<file path="src/rtl/s2p_frame_ctrl.sv">
// Serial framing receiver: start/data/stop framing on bit_en strobes,
// one-entry valid/ready output buffer, sticky frame/overrun error flags.
//
// Ports:
//   clk, rst_n       clock, async active-low reset
//   enable           low forces IDLE; buffer and flags are kept
//   bit_en           bit sample strobe; serial_in is only used when high
//   serial_in        serial line, idle high, data sent LSB first
//   out_ready        consumer accepts out_data this cycle
//   err_clr          clears frame_err and overrun
//   out_data         received word, valid while out_valid is high
//   out_valid        holding register full
//   busy             high while in DATA or STOP
//   frame_err        sticky, stop bit sampled low
//   overrun          sticky, good frame arrived while buffer held a word
module s2p_frame_ctrl #(
  parameter int WIDTH = 4
) (
  input  logic             clk,
  input  logic             rst_n,
  input  logic             enable,
  input  logic             bit_en,
  input  logic             serial_in,
  input  logic             out_ready,
  input  logic             err_clr,
  output logic [WIDTH-1:0] out_data,
  output logic             out_valid,
  output logic             busy,
  output logic             frame_err,
  output logic             overrun
);

  localparam int CW = (WIDTH > 2) ? $clog2(WIDTH) : 1;
  localparam logic [CW-1:0] LAST = CW'(WIDTH - 1);

  localparam logic [1:0] S_IDLE = 2'd0;
  localparam logic [1:0] S_DATA = 2'd1;
  localparam logic [1:0] S_STOP = 2'd2;

  logic [1:0]       state;
  logic [1:0]       state_nxt;
  logic [CW-1:0]    cnt;
  logic [CW-1:0]    cnt_nxt;
  logic [WIDTH-1:0] sr;
  logic [WIDTH-1:0] sr_nxt;
  logic             load;
  logic             ovr_set;
  logic             fe_set;

  always_comb begin
    state_nxt = state;
    cnt_nxt   = cnt;
    sr_nxt    = sr;
    load      = 1'b0;
    ovr_set   = 1'b0;
    fe_set    = 1'b0;
    if (!enable) begin
      state_nxt = S_IDLE;
      cnt_nxt   = '0;
    end else if (bit_en) begin
      unique case (1'b1)
        (state == S_IDLE): begin
          if (!serial_in) begin
            state_nxt = S_DATA;
            cnt_nxt   = '0;
          end
        end
        (state == S_DATA): begin
          sr_nxt  = {serial_in, sr[WIDTH-1:1]};
          cnt_nxt = cnt + CW'(1);
          if (cnt == LAST) begin
            state_nxt = S_STOP;
          end
        end
        (state == S_STOP): begin
          state_nxt = S_IDLE;
          if (!serial_in) begin
            fe_set = 1'b1;
          end else if (!out_valid || out_ready) begin
            load = 1'b1;
          end else begin
            ovr_set = 1'b1;
          end
        end
        default: begin
          state_nxt = S_IDLE;
          cnt_nxt   = '0;
        end
      endcase
    end
  end

  always_ff @(posedge clk or negedge rst_n) begin
    if (!rst_n) begin
      state <= S_IDLE;
      cnt   <= '0;
      sr    <= '0;
      busy  <= 1'b0;
    end else begin
      state <= state_nxt;
      cnt   <= cnt_nxt;
      sr    <= sr_nxt;
      busy  <= (state_nxt != S_IDLE);
    end
  end

  // A load in the same cycle as a drain keeps out_valid high.
  always_ff @(posedge clk or negedge rst_n) begin
    if (!rst_n) begin
      out_data  <= '0;
      out_valid <= 1'b0;
    end else if (load) begin
      out_data  <= sr;
      out_valid <= 1'b1;
    end else if (out_valid && out_ready) begin
      out_valid <= 1'b0;
    end
  end

  // Set wins over clear.
  always_ff @(posedge clk or negedge rst_n) begin
    if (!rst_n) begin
      frame_err <= 1'b0;
      overrun   <= 1'b0;
    end else begin
      frame_err <= fe_set  | (frame_err & ~err_clr);
      overrun   <= ovr_set | (overrun & ~err_clr);
    end
  end

endmodule

</file>
<file path="config.mk">
export PLATFORM = sky130hd
export DESIGN_NAME = s2p_frame_ctrl
export DESIGN_NICKNAME = d
export VERILOG_FILES = /design/src/rtl/s2p_frame_ctrl.sv
export SDC_FILE = /design/constraint.sdc
export NUM_CORES = 1
export LEC_CHECK = 0
export CAP_MARGIN = 20
export CORE_UTILIZATION = 45
export DETAILED_ROUTE_END_ITERATION = 10
export PLACE_DENSITY = 0.72
export SLEW_MARGIN = 20
export SYNTH_ARGS = -nofsm -noshare
export SYNTH_HDL_FRONTEND = slang
export SYNTH_SLANG_ARGS = --single-unit
</file>
<file path="constraint.sdc">
create_clock -name clk -period 4 [get_ports clk]
set_input_delay 0.4 -clock clk [delete_from_list [all_inputs] [get_ports clk]]
set_output_delay 0.4 -clock clk [all_outputs]
set_load 0.01 [all_outputs]
</file>
==> results.sh <==
export IMPL_outcome="finished clean"
export IMPL_cp_data_arrival_time_ns=1.88
export IMPL_power_internal_w=0.0002312
export IMPL_cts_buffers=3
export IMPL_crit_path_start_kind="input port"
export IMPL_gp_congestion=0.8320
export IMPL_critPathKind="input port to flip-flop"
export IMPL_p_leak_nw=0.3931
export IMPL_synth_compound_gate_area_share_pct=9.601
export IMPL_slew_headroom_pct=52.07
export IMPL_tritoncts="done"
export IMPL_synth_mux_area_share_pct=13.04
export IMPL_period_needed_ns=1.724
export IMPL_worstHoldPathCells=1
export IMPL_max_cap_violations=0
export IMPL_r2r_slack_ns=2.56
export IMPL_start_util_pct=50.55
export IMPL_final_net_count=81
export IMPL_grt_start_max_net_pins=17
export IMPL_crit_family="buffers and inverters"
export IMPL_ys_ff_latch=16
export IMPL_rsz0062_at_grt="no"
export IMPL_vias_per_cell=5.407
export IMPL_peakVddDrop_uv=243.3
export IMPL_cpMaxStageDelayCell="clkdlybuf4s50_1"
export IMPL_clk_latency_ns=0.27
export IMPL_grt_use_total_pct=15.95
export IMPL_cp_required_ns=4.16
export IMPL_crit_fanout=8
export IMPL_busiest_layer="met2"
export IMPL_antenna_found_initial=0
export IMPL_netlist_area_um2=690.7
export IMPL_max_stage_delay_ns=0.61
export IMPL_synth_edff_count=0
export IMPL_crit_cells=4
export IMPL_hp_class="flip-flop to flip-flop"
export IMPL_synthFlopType="dfrtp_1"
export IMPL_htree_levels=1
export IMPL_crit_chain="clkdlybuf4s50_1, nand3_2, nor4b_4, mux2_2"
export IMPL_critPathBufInv=1
export IMPL_dp_hpwl_um=824.3
export IMPL_area_delta_synth_final_pct=26.27
export IMPL_rows=13
export IMPL_clock_skew_final_ns=0.004180
export IMPL_tns_ns=0
export IMPL_yosys_cell_types_count=21
export IMPL_pin_count=15
export IMPL_ant_nets=0
export IMPL_fin_crit_sh_pct=43.11
export IMPL_yosys_area_top_type="dfrtp_1"
export IMPL_drive_gt1_share_pct=18.31
export IMPL_num_vias=465
export IMPL_finalSetupViolCount=0
export IMPL_pwr_share_seq_pct=62.6
export IMPL_synth_top_family_by_area="simple AND/OR/NAND/NOR gates"
export IMPL_die_area_um2=1695
export IMPL_r2r_end="out_data[1]"
export IMPL_p_per_area_nw_per_um2=342.2
export IMPL_grt_pass1_wl_mm=1.697
export IMPL_clkPwrFrac_pct=26.4
export IMPL_dr_pass1_iters=4
export IMPL_drtIter0Drc=2
export IMPL_ctsLongestPathBuffers=2
export IMPL_hold_viol_final=0
export IMPL_final_util_pct=63.83
export IMPL_drc=0
export IMPL_fp_coreArea_um2=1366
export IMPL_p_sw_share_pct=22.51
export IMPL_yosysSeqAreaShare_pct=57.97
export IMPL_gr_usage_met2_pct=23.44
export IMPL_io_buffer_count=14
export IMPL_synthCells=54
export IMPL_wl_per_cell_um=12.90
export IMPL_clock_sinks=16
export IMPL_n_antenna_cell=0
export IMPL_routed_wl_mm=1.109
export IMPL_combPwrFrac_pct=11.0
export IMPL_syn_avg_cell_area_um2=12.79
export IMPL_grtUsageMet1_pct=21.38
export IMPL_worstHoldEndpoint="cnt[0]"
export IMPL_clk_pin_slew_ns=0.08
export IMPL_synth_simple_area_share_pct=15.94
export IMPL_synthAdderAreaFrac_pct=1.812
export IMPL_fmax_ghz=0.5799
export IMPL_die_h_um=41.18
export IMPL_worst_pin_slew_ns=0.7167
export IMPL_grtUsageMet3_pct=4.891
export IMPL_end_kind="flip-flop"
export IMPL_die_w_um=41.18
export IMPL_holdBufCountCts=0
export IMPL_rr_worst_depth=3
export IMPL_synth_warning_count=0
export IMPL_overflow=0
export IMPL_ys_top_cells_by_area="dfrtp_1 (58%), mux2_2 (13%), nor4b_4 (3.4%)"
export IMPL_cts_resized=0
export IMPL_drv_slew=0
export IMPL_synth_xor_area_share_pct=0
export IMPL_nFillCells=115
export IMPL_min_delay_start="cnt[0]"
export IMPL_synth_nets=62
export IMPL_power_switching_w=0.00006716
export IMPL_reg2reg_from="state[1]"
export IMPL_first_global_vias=402
export IMPL_synth_top_area_share_pct=57.97
export IMPL_root_buffer="clkbuf_4"
export IMPL_synthArstFlopShare_pct=100.0
export IMPL_cts_setup_buffers=0
## metrics by stage
stage          total power (W)  instances  area (um^2)  hold WS [ns]  setup slack, ns
2_1_floorplan        0.0002055         54        690.7        0.1044            2.699
3_3_place_gp         0.0002230         83        849.6        0.4915            2.022
3_5_place_dp         0.0002233         83        849.6        0.4980            1.977
4_1_cts              0.0003023         86        872.1        0.5083            2.275
5_1_grt              0.0003134         86        872.1        0.5314            2.234
6_report             0.0002984         86        872.1        0.5050            2.276
## kinds of logic after synthesis
| family | count (synthesis) |
|---|---|
| buffers and inverters | 3 |
| AOI/OAI and AO/OA | 10 |
| and+or+nand+nor | 16 |
| adders and majority gates | 1 |
| muxes | 8 |
| DFF | 16 |
## sequential cells by signal, summed over array words and instances (netlist names)
name,flops
busy,1
sr,4
out_valid,1
out_data,4
overrun,1
state,2
cnt,2
frame_err,1
## power by group through the flow
stage | registers (W) | clock network [W] | logic, W
floorplan | 0.000187 | 0 | 0.0000181
global placement | 0.000191 | 0 | 0.0000322
detailed placement | 0.000190 | 0 | 0.0000331
CTS | 0.000187 | 0.0000821 | 0.0000332
global route | 0.000189 | 0.0000885 | 0.0000361
finish | 0.000187 | 0.0000788 | 0.0000327
## metal layers
layer,share of wire [%],up-vias
li1,-,229
met1,50,223
met2,43,11
met3,5.9,2
met4,0.54,0
met5,0,-
## worst reg2reg max path, stage by stage, from the launching register on
cell and delay (ns):
dfrtp_1 0.46, nand3_2 0.14, nor4b_4 0.35, mux2_2 0.38
## how the worst max path moves through the flow
stage | to | startpoint | slack [ns]
after floorplan | out_data[0] | state[1] | 2.70
after global placement | out_data[3] | enable | 2.02
after detailed placement | out_data[1] | enable | 1.98
after CTS | out_data[1] | enable | 2.27
after global routing | out_data[1] | enable | 2.23
final | out_data[1] | enable | 2.28
## area by class of cell
cell class	count	area, um^2	share of cell area (%)
clock buffers	3	22.52	2.582
inverters	3	11.26	1.291
multi-input cells	35	279.0	31.99
flip-flops and latches	16	400.4	45.91
well taps	15	18.77	2.152
repair buffers	14	140.1	16.07
## cell usage in the layout, fill, tap and decap left out
master	instances
dfrtp_1	16
clkdlybuf4s50_1	14
mux2_2	8
nand2_1	5
inv_1	3
clkbuf_4	3
o21ai_0	2
nor2b_1	2
nand2b_1	2
o22ai_1	2
a21boi_0	2
nor4b_1	1
a21oi_1	1
nand3_2	1
o32ai_1	1
or3_1	1
and3b_1	1
o21bai_1	1
nor2_1	1
o21a_1	1
nor4b_4	1
nand3_1	1
ha_1	1
## synthesized netlist by cell type (all sizes together) (2+ instances only)
library cell / number
dfrtp: 16
mux2: 8
nand2: 5
inv: 3
a21boi: 2
nand2b: 2
nand3: 2
nor2b: 2
nor4b: 2
o21ai: 2
o22ai: 2
(Power assumes the default switching activity.)
